<file path="config.mk">
export PLATFORM = sky130hd
export DESIGN_NAME = key_matrix_scan
export DESIGN_NICKNAME = d
export VERILOG_FILES = /design/src/rtl/key_matrix_scan_pkg.sv /design/src/rtl/key_matrix_scan_tick_gen.sv /design/src/rtl/key_matrix_scan.sv
export SDC_FILE = /design/constraint.sdc
export NUM_CORES = 1
export LEC_CHECK = 0
export CAP_MARGIN = 5
export CORE_MARGIN = 2
export CORE_UTILIZATION = 65
export DETAILED_ROUTE_END_ITERATION = 10
export DONT_BUFFER_PORTS = 1
export PLACE_DENSITY_LB_ADDON = 0.05
export SYNTH_ARGS = -nofsm -noshare
export SYNTH_HDL_FRONTEND = slang
export SYNTH_HIERARCHICAL = 1
export SYNTH_SLANG_ARGS = --single-unit
</file>
<file path="constraint.sdc">
create_clock -name clk -period 3.6 [get_ports clk]
set_input_delay 0 -clock clk [delete_from_list [all_inputs] [get_ports clk]]
set_output_delay 0 -clock clk [all_outputs]
set_load 0.01 [all_outputs]
</file>
<file path="src/rtl/key_matrix_scan_pkg.sv">
// Shared types and constants for the 4x4 key matrix scanner.
// Imported by key_matrix_scan; the tick generator is standalone.
package key_matrix_pkg;

    typedef enum logic [1:0] {
        SCAN,
        DEBOUNCE,
        PRESSED,
        RELEASE
    } state_t;

    localparam int ROWS  = 4;
    localparam int COLS  = 4;
    localparam int KEY_W = 4;
    localparam logic [ROWS-1:0] ROW_IDLE = 4'b1110;

    // Lowest-index closed column wins when several are low together.
    function automatic logic [1:0] lowest_zero(input logic [COLS-1:0] cols);
        logic [1:0] idx;
        idx = 2'd0;
        for (int i = COLS - 1; i >= 0; i--) begin
            if (!cols[i]) begin
                idx = i[1:0];
            end
        end
        return idx;
    endfunction

endpackage

</file>
<file path="src/rtl/key_matrix_scan_tick_gen.sv">
// Free-running divider: tick is high for one clk cycle every SCAN_DIV cycles.
// Kept generic so a display row scanner can share it.
module scan_tick_gen #(
    parameter int SCAN_DIV = 1000
) (
    input  logic clk,
    input  logic rst_n,
    output logic tick
);

    logic [15:0] cnt;

    assign tick = (cnt == 16'(SCAN_DIV - 1));

    always_ff @(posedge clk or negedge rst_n) begin
        if (!rst_n) begin
            cnt <= 16'd0;
        end else if (tick) begin
            cnt <= 16'd0;
        end else begin
            cnt <= cnt + 16'd1;
        end
    end

endmodule

</file>
<file path="src/rtl/key_matrix_scan.sv">
// 4x4 key matrix scanner with tick-based debounce of press and release.
// Define KEY_MATRIX_SCAN_REPEAT_EN to add auto-repeat pulses while a key is held.
module key_matrix_scan
    import key_matrix_pkg::*;
#(
    parameter int SCAN_DIV       = 1000,
    parameter int DEBOUNCE_TICKS = 10,
    parameter int REPEAT_TICKS   = 50
) (
    input  logic       clk,
    input  logic       rst_n,
    input  logic [3:0] col_in,
    output logic [3:0] row_out,
    output logic [3:0] key_code,
    output logic       key_valid,
    output logic       key_held
);

    localparam logic [7:0] DEB_LAST = 8'(DEBOUNCE_TICKS);

    logic        tick;
    logic [3:0]  col_m;
    logic [3:0]  col_s;
    state_t      state;
    logic [1:0]  r;
    logic [1:0]  c;
    logic [7:0]  deb_cnt;
    logic        col_bit;
`ifdef KEY_MATRIX_SCAN_REPEAT_EN
    logic [15:0] rep_cnt;
`endif

    scan_tick_gen #(.SCAN_DIV(SCAN_DIV)) u_tick (
        .clk   (clk),
        .rst_n (rst_n),
        .tick  (tick)
    );

    always_ff @(posedge clk or negedge rst_n) begin
        if (!rst_n) begin
            col_m <= 4'hF;
            col_s <= 4'hF;
        end else begin
            col_m <= col_in;
            col_s <= col_m;
        end
    end

    // Once a key is locked only its own row/column is watched.
    assign col_bit = col_s[c];

    always_ff @(posedge clk or negedge rst_n) begin
        if (!rst_n) begin
            state     <= SCAN;
            row_out   <= ROW_IDLE;
            r         <= 2'd0;
            c         <= 2'd0;
            deb_cnt   <= 8'd0;
            key_code  <= 4'd0;
            key_valid <= 1'b0;
            key_held  <= 1'b0;
`ifdef KEY_MATRIX_SCAN_REPEAT_EN
            rep_cnt   <= 16'd0;
`endif
        end else begin
            key_valid <= 1'b0;
            if (tick) begin
                case (state)
                    SCAN: begin
                        if (col_s == 4'hF) begin
                            r       <= r + 2'd1;
                            row_out <= {row_out[2:0], row_out[3]};
                        end else begin
                            c       <= lowest_zero(col_s);
                            deb_cnt <= 8'd0;
                            state   <= DEBOUNCE;
                        end
                    end
                    DEBOUNCE: begin
                        if (col_bit) begin
                            state   <= SCAN;
                            r       <= r + 2'd1;
                            row_out <= {row_out[2:0], row_out[3]};
                        end else if (deb_cnt >= DEB_LAST) begin
                            state     <= PRESSED;
                            key_code  <= {r, c};
                            key_valid <= 1'b1;
                            key_held  <= 1'b1;
`ifdef KEY_MATRIX_SCAN_REPEAT_EN
                            rep_cnt   <= 16'd0;
`endif
                        end else if (deb_cnt != 8'hFF) begin
                            deb_cnt <= deb_cnt + 8'd1;
                        end
                    end
                    PRESSED: begin
                        if (col_bit) begin
                            deb_cnt <= 8'd0;
                            state   <= RELEASE;
                        end
`ifdef KEY_MATRIX_SCAN_REPEAT_EN
                        else if (rep_cnt >= 16'(REPEAT_TICKS - 1)) begin
                            rep_cnt   <= 16'd0;
                            key_valid <= 1'b1;
                        end else begin
                            rep_cnt <= rep_cnt + 16'd1;
                        end
`endif
                    end
                    RELEASE: begin
                        if (!col_bit) begin
                            state <= PRESSED;
`ifdef KEY_MATRIX_SCAN_REPEAT_EN
                            rep_cnt <= 16'd0;
`endif
                        end else if (deb_cnt >= DEB_LAST) begin
                            key_held <= 1'b0;
                            state    <= SCAN;
                            r        <= r + 2'd1;
                            row_out  <= {row_out[2:0], row_out[3]};
                        end else if (deb_cnt != 8'hFF) begin
                            deb_cnt <= deb_cnt + 8'd1;
                        end
                    end
                    default: state <= SCAN;
                endcase
            end
        end
    end

endmodule

</file>
==> results.md, run 1 <==
- Grt ovf: 0
- Share of synthesized registers carrying an async set or reset: 100%
- Critical path cell sequence: or4_4 -> nor4_4 -> nand2_1 -> nor3_2 -> mux2_2
- Clk root buf: clkbuf_4
- Pin slew with the least headroom to its limit: 0.715 ns
- Reg2reg start: u_tick/cnt[10]
- Worst r2r dst: key_code[3]
- Post-DP HPWL: approximately 2300 um
- Area Overhead vs Synth: 9.86%
- Clock buffer depth: 2
- Ys Warns: 6
- Endpoint class of the critical path: register
- Largest net degree at the start of global routing: 49
- Synth Area per Inst: 12.0 um^2
- CTS buffer count: 5
- Crit path required time: between 3 and 4 ns
- Peak supply drop: roughly 0.36 mV
- Clock Pin Slew Worst Setup and Hold Paths: 0.14 ns
- Sw frac: 20.4%
- Flop2flop setup slack: 0.92 ns
- Layout cell share with drive strength beyond 1: 19.0%
- Vias per inst: 5.90
- Sequential fraction of design power: 62.4%
- FF+latch count, synth: 48
- Post CTS Setup Buffer Count: 0
- CP Class: reg -> reg
- Worst path bufs/invs: 0
- Diodes inserted: 0
- Layer with the highest usage: met2
- Cell area after synthesis: between 2000 and 2500 um^2
- Vias: between 1k and 1.5k
- Part of the Yosys area used for sequential elements: 58.7%
- Grt met2 use: between 30% and 40%
- Synth area leader: dfrtp_1
- Crit-path max FO: 14
- Critical path's top delay family: simple AND/OR/NAND/NOR gates
- First-pass GRT wire length: roughly 5800 um
- Achievable frequency: 373 MHz
- Residual DRC count: 0
- Ys flop type: dfrtp_1
- Crit path depth: 5
- Syn Nets: 181
- Fin. max-slew vios: 0
- Relative slew slack: 52.0%
- Die width: 60.4 um
- Vias in the first global route: 1353
- CTS Sinks: 48
- Logic pwr share: 2.6%
- Die height: slightly above 60 um
- Total GRT Usage: ~22%
- Clk network pwr share: a little over a third
- Final setup viols: 0
- Net switching power: roughly 180 uW
- P per Cell Area: 388 nW/um^2
- Crit path max-delay cell type: nor4_4
- Status: complete, no violations
- Core Region: 3030 um^2
- Initial Util: 68.3%
- Worst path max stage delay: approximately 0.63 ns
- CP arrival: 2.93 ns
- Final Total Pwr: 881 uW
- Clock skew: about 0.011 ns
- Initial antenna violation count: 0
- Period minus WS final: 2.68 ns
- Global Route met1 Usage: 28.5%
- GP Congestion: between 0.8 and 0.9
- Worst hold path class: in -> async
- Nets: 192
- Met3 Use GR: 6.61%
- # port buffers: 0
- Die Area: 3650 um^2
- Startpoint Class: register
- Total Wirelength: around 3300 um
- Top post-synthesis cells by area: dfrtp_1 45%, dfstp_2 14%, mux2_2 4.4%
- Row Count: 20
- Final TNS setup: 0 ns
- Pint: approximately 700 uW
- Cell count after synthesis: 172
- Resize count post-CTS: 0
- RSZ-0062 raised after global routing: false
- Final worst path period share: between 70% and 80%
- Synth top area share: between 40 and 50%
- Worst Reg-to-Reg Cells: 5
- Number of synthesized flops with an enable pin: 0
- Final Hold Fails: 0
- H-tree levels: 2
- Final Hold Slack: 0.135 ns
- Starting DRC count in detailed routing: 129
- Final ANT Viol Nets: 0
- Clock latency on the worst-skew pair: 0.36 ns
- CTS tree: built
- Io pins: 16
- # hold bufs at CTS: 6
- Yosys cell types: 39
- Pre-Repair DR Iteration Count: 4
- Number of max-cap violations: 0
- Synth cell count leaders: 37 x dfrtp_1, 12 x nand2_1, 11 x dfstp_2, 9 x inv_1
- Wire per inst: between 10 and 15 um
- Leakage: 0.999 nW
- Top-count cell post-synth: dfrtp_1
==> cell usage in the layout, fill, tap and decap left out, types with 2 or more instances in the layout <==
| cell type | netlist | layout |
|---|---|---|
| clkbuf_4 | 0 | 5 |
| dlygate4sd3_1 | 0 | 5 |
| nor2_1 | 5 | 5 |
| or4_1 | 4 | 4 |
| nor3_1 | 4 | 4 |
| nor4_1 | 6 | 6 |
| nand3_1 | 8 | 8 |
| nand4_1 | 3 | 3 |
| or3_1 | 4 | 4 |
| o41ai_1 | 2 | 2 |
| ha_1 | 3 | 3 |
| a21oi_1 | 8 | 8 |
| inv_1 | 9 | 9 |
| xnor2_1 | 4 | 4 |
| dfstp_2 | 11 | 11 |
| o21ai_0 | 8 | 8 |
| and2_1 | 4 | 4 |
| o31a_1 | 2 | 2 |
| o31ai_1 | 4 | 4 |
| dfrtp_1 | 37 | 37 |
| xor2_1 | 8 | 8 |
| nand2_1 | 12 | 12 |
| mux2_2 | 8 | 8 |
==> area by class of cell <==
class | instances | area, um^2
Fill cell | 199 | 756
Inverter | 9 | 33.8
Sequential cell | 48 | 1210
Clock inverter | 3 | 42.5
Tap cell | 44 | 55.1
Clock buffer | 5 | 37.5
Multi-Input combinational cell | 113 | 811
Timing Repair Buffer | 6 | 77.6
==> how the worst max path moves through the flow <==
stage                        start          end  slack [ns]
detailed placement  u_tick/cnt[10]  key_code[1]        0.92
global route        u_tick/cnt[10]  key_code[2]        0.73
CTS                 u_tick/cnt[10]  key_code[1]        0.91
global placement    u_tick/cnt[10]  key_code[1]        1.02
floorplan           u_tick/cnt[10]   deb_cnt[2]        1.19
finish              u_tick/cnt[10]  key_code[3]        0.92
==> routing by layer <==
layer | vias to the layer above | routed length [um]
met5 | - | 0
met4 | 0 | 41
met3 | 6 | 158
met2 | 26 | 1640
met1 | 666 | 1490
li1 | 648 | -
==> state kept, by name (all words and copies together), names as in the netlist, 2 cells and up, named ones only <==
register    count
u_tick/cnt     16
deb_cnt         8
col_m           4
col_s           4
key_code        4
row_out         4
c               2
r               2
==> power groups by stage <==
| stage | logic [mW] | clock network [mW] | registers (mW) |
|---|---|---|---|
| 6_report | 0.0227 | 0.309 | 0.550 |
| 2_1_floorplan | 0.00445 | 0 | 0.559 |
| 3_5_place_dp | 0.00523 | 0 | 0.560 |
| 3_3_place_gp | 0.00509 | 0 | 0.560 |
| 4_1_cts | 0.0236 | 0.319 | 0.550 |
| 5_1_grt | 0.0264 | 0.344 | 0.551 |
==> cells by family after synthesis <==
group                    synth area share, %
adder cells (fa/ha/maj)                 1.82
AND/OR/NAND/NOR                         16.8
AO/OA/AOI/OAI                           9.56
flip-flops                              58.7
XOR/XNOR                                5.08
multiplexers                            5.93
buffers and inverters                   2.06
==> stage by stage <==
step	util (%)	instance area [um^2]	setup slack, ns	instances
finish	75.0	2270	0.922	228
global route	75.0	2270	0.735	228
global placement	69.8	2110	1.02	214
floorplan	-	2070	1.19	172
detailed placement	69.8	2110	0.916	214
CTS	75.0	2270	0.913	228
(Power assumes the default switching activity.)
==> run 2, diff against run 1 <==
Settings changed: CORE_UTILIZATION 65 to 55.
Clock period 3.6 ns to 2.4 ns, I/O delays scaled along.
==> results.md, run 2 (synthesis gave the netlist of run 1 again) <==
- Io pins: 16 (unchanged)
- Largest Register: u_tick/cnt (unchanged)
- Most frequent cells in the layout: 37 x dfrtp_1, 12 x nand2_1, 11 x dfstp_2, 9 x inv_1 (unchanged)
- Startpoint Class: register (unchanged)
- Worst Reg-to-Reg Cells: 5 (unchanged)
- Pint: 1.11 mW (was 701 uW)
- Layer with the highest usage: met2 (unchanged)
- Clock Pin Slew Worst Setup and Hold Paths: 0.09 ns (was 0.14 ns)
- Post-placement worst setup slack: 0.149 ns (was 0.916 ns)
- Core Region: 3630 um^2 (was 3030 um^2)
- Clk network pwr share: 38.1% (was 35.0%)
- CP arrival: 2.49 ns (was 2.93 ns)
- Die width: 65.3 um (was 60.4 um)
- Nets: 197 (was 192)
- Clock latency on the worst-skew pair: 0.29 ns (was 0.36 ns)
- P per Cell Area: 592 nW/um^2 (was 388 nW/um^2)
- Grt ovf: 0 (unchanged)
- Peak supply drop: 0.589 mV (was 0.357 mV)
- Die height: 65.3 um (was 60.4 um)
- Final Hold Slack: 0.207 ns (was 0.135 ns)
- Crit path required time: 2.63 ns (was 3.85 ns)
- Final setup viols: 0 (unchanged)
- Vias in the first global route: 1364 (was 1353)
- Worst hold path class: in -> async (unchanged)
- Starting DRC count in detailed routing: 85 (was 129)
- Status: complete, no violations (unchanged)
- Residual DRC count: 0 (unchanged)
- CTS Sinks: 48 (unchanged)
- Area Overhead vs Synth: 13.4% (was 9.86%)
- Reg2reg start: u_tick/cnt[10] (unchanged)
- Layout cell share with drive strength beyond 1: 21.2% (was 19.0%)
- Clock skew: 0.00968 ns (was 0.0107 ns)
- Number of max-cap violations: 0 (unchanged)
- Met3 Use GR: 4.11% (was 6.61%)
- Final ANT Viol Nets: 0 (unchanged)
- CTS buffer count: 5 (unchanged)
- Pre-Repair DR Iteration Count: 4 (unchanged)
- Crit-path max FO: 8 (was 14)
- Resize count post-CTS: 0 (unchanged)
- Total GRT Usage: 19.0% (was 21.5%)
- Wire per inst: 14.8 um (was 14.6 um)
- Setup WS post-layout: 0.133 ns (was 0.922 ns)
- Grt met2 use: 31.1% (was 34.6%)
- CP Class: reg -> reg (unchanged)
- Total Wirelength: 3500 um (was 3330 um)
- RSZ-0062 raised after global routing: false (unchanged)
- Clk root buf: clkbuf_8 (was clkbuf_4)
- H-tree levels: 2 (unchanged)
- Logic pwr share: 2.5% (was 2.6%)
- Initial antenna violation count: 0 (unchanged)
- Relative slew slack: 75.5% (was 52.0%)
- Post-DP HPWL: 2500 um (was 2300 um)
- Vias: 1350 (was 1346)
- Max FFs per register: 16 (unchanged)
- First-pass GRT wire length: 6140 um (was 5840 um)
- Initial Util: 56.9% (was 68.3%)
- Global Route met1 Usage: 25.6% (was 28.5%)
- Final worst path period share: 94.5% (was 74.4%)
- Endpoint class of the critical path: register (unchanged)
- Net switching power: 282 uW (was 180 uW)
- Flop2flop setup slack: 0.13 ns (was 0.92 ns)
- GP Congestion: 0.832 (was 0.857)
- # port buffers: 0 (unchanged)
- Worst r2r dst: deb_cnt[2] (was key_code[3])
- Fin. max-slew vios: 0 (unchanged)
- Leakage: 1.04 nW (was 0.999 nW)
- CTS tree: built (unchanged)
- Final Hold Fails: 0 (unchanged)
- Period minus WS final: 2.27 ns (was 2.68 ns)
- Achievable frequency: 441 MHz (was 373 MHz)
- Diodes inserted: 0 (unchanged)
- Pin slew with the least headroom to its limit: 0.364 ns (was 0.715 ns)
- Sw frac: 20.3% (was 20.4%)
- Largest net degree at the start of global routing: 49 (unchanged)
- Sequential fraction of design power: 59.4% (was 62.4%)
- Post CTS Setup Buffer Count: 0 (unchanged)
- Row Count: 22 (was 20)
- Vias per inst: 5.70 (was 5.90)
- Commonest non-fill, non-tap cell in the layout: dfrtp_1 (unchanged)
- # hold bufs at CTS: 6 (unchanged)
- Largest regs: u_tick/cnt (16), deb_cnt (8) (unchanged)
- Die Area: 4270 um^2 (was 3650 um^2)
- Clock buffer depth: 2 (unchanged)
[run 2: cell count changes in the layout (fill, tap and decap cells not counted), sizes merged]
cell      before  now
bufinv         1    0
clkinvlp       1    0
buf            1    6
clkbuf         5    6
clkinv         1    2
[run 2: per-stage QoR]
stage	TNS [ns]	power, mW	cell area, um^2	cells	utilization, %
floorplan	-0.00660	0.845	2070	172	-
detailed placement	0	0.847	2160	223	59.4
CTS	0	1.41	2350	237	64.6
finish	0	1.39	2350	237	64.6
global placement	0	0.847	2160	223	59.4
global route	0	1.45	2350	237	64.6
[run 2: how the worst max path moves through the flow]
| stage | from | end | slack, ns |
|---|---|---|---|
| 2_1_floorplan | u_tick/cnt[10] | deb_cnt[2] | -0.007 |
| 3_3_place_gp | u_tick/cnt[10] | deb_cnt[2] | 0.20 |
| 3_5_place_dp | u_tick/cnt[14] | deb_cnt[2] | 0.15 |
| 4_1_cts | u_tick/cnt[10] | deb_cnt[2] | 0.14 |
| 5_1_grt | u_tick/cnt[9] | deb_cnt[2] | 0.007 |
| 6_report | u_tick/cnt[10] | deb_cnt[2] | 0.13 |
[run 2: worst max-delay path, stage by stage (launching register included)]
cell and delay, ns:
dfrtp_1 0.43, or4_4 0.54, nor4_4 0.29, a21bo_2 0.31
or4_1 0.48, a21boi_1 0.15
[run 2: area by class of cell]
type	instances	area [um^2]
clock buffers	6	93.8
clock inverters	2	17.5
fillers	294	1290
inverters	9	33.8
multi-input cells	113	811
flip-flops and latches	48	1210
well taps	48	60.1
repair buffers	11	115
[run 2: routing by layer]
layer / wire length (um) / share of wire (%)
met3: 83 / 2.4
met5: 0 / 0
met4: 40 / 1.1
met1: 1650 / 47
met2: 1730 / 49
[run 2: power groups by stage]
stage	clock, mW	sequential (mW)	combinational (mW)
after floorplan	0	0.839	0.00668
after global placement	0	0.839	0.00761
after detailed placement	0	0.840	0.00784
after CTS	0.548	0.824	0.0353
after global routing	0.587	0.825	0.0392
final	0.529	0.824	0.0346
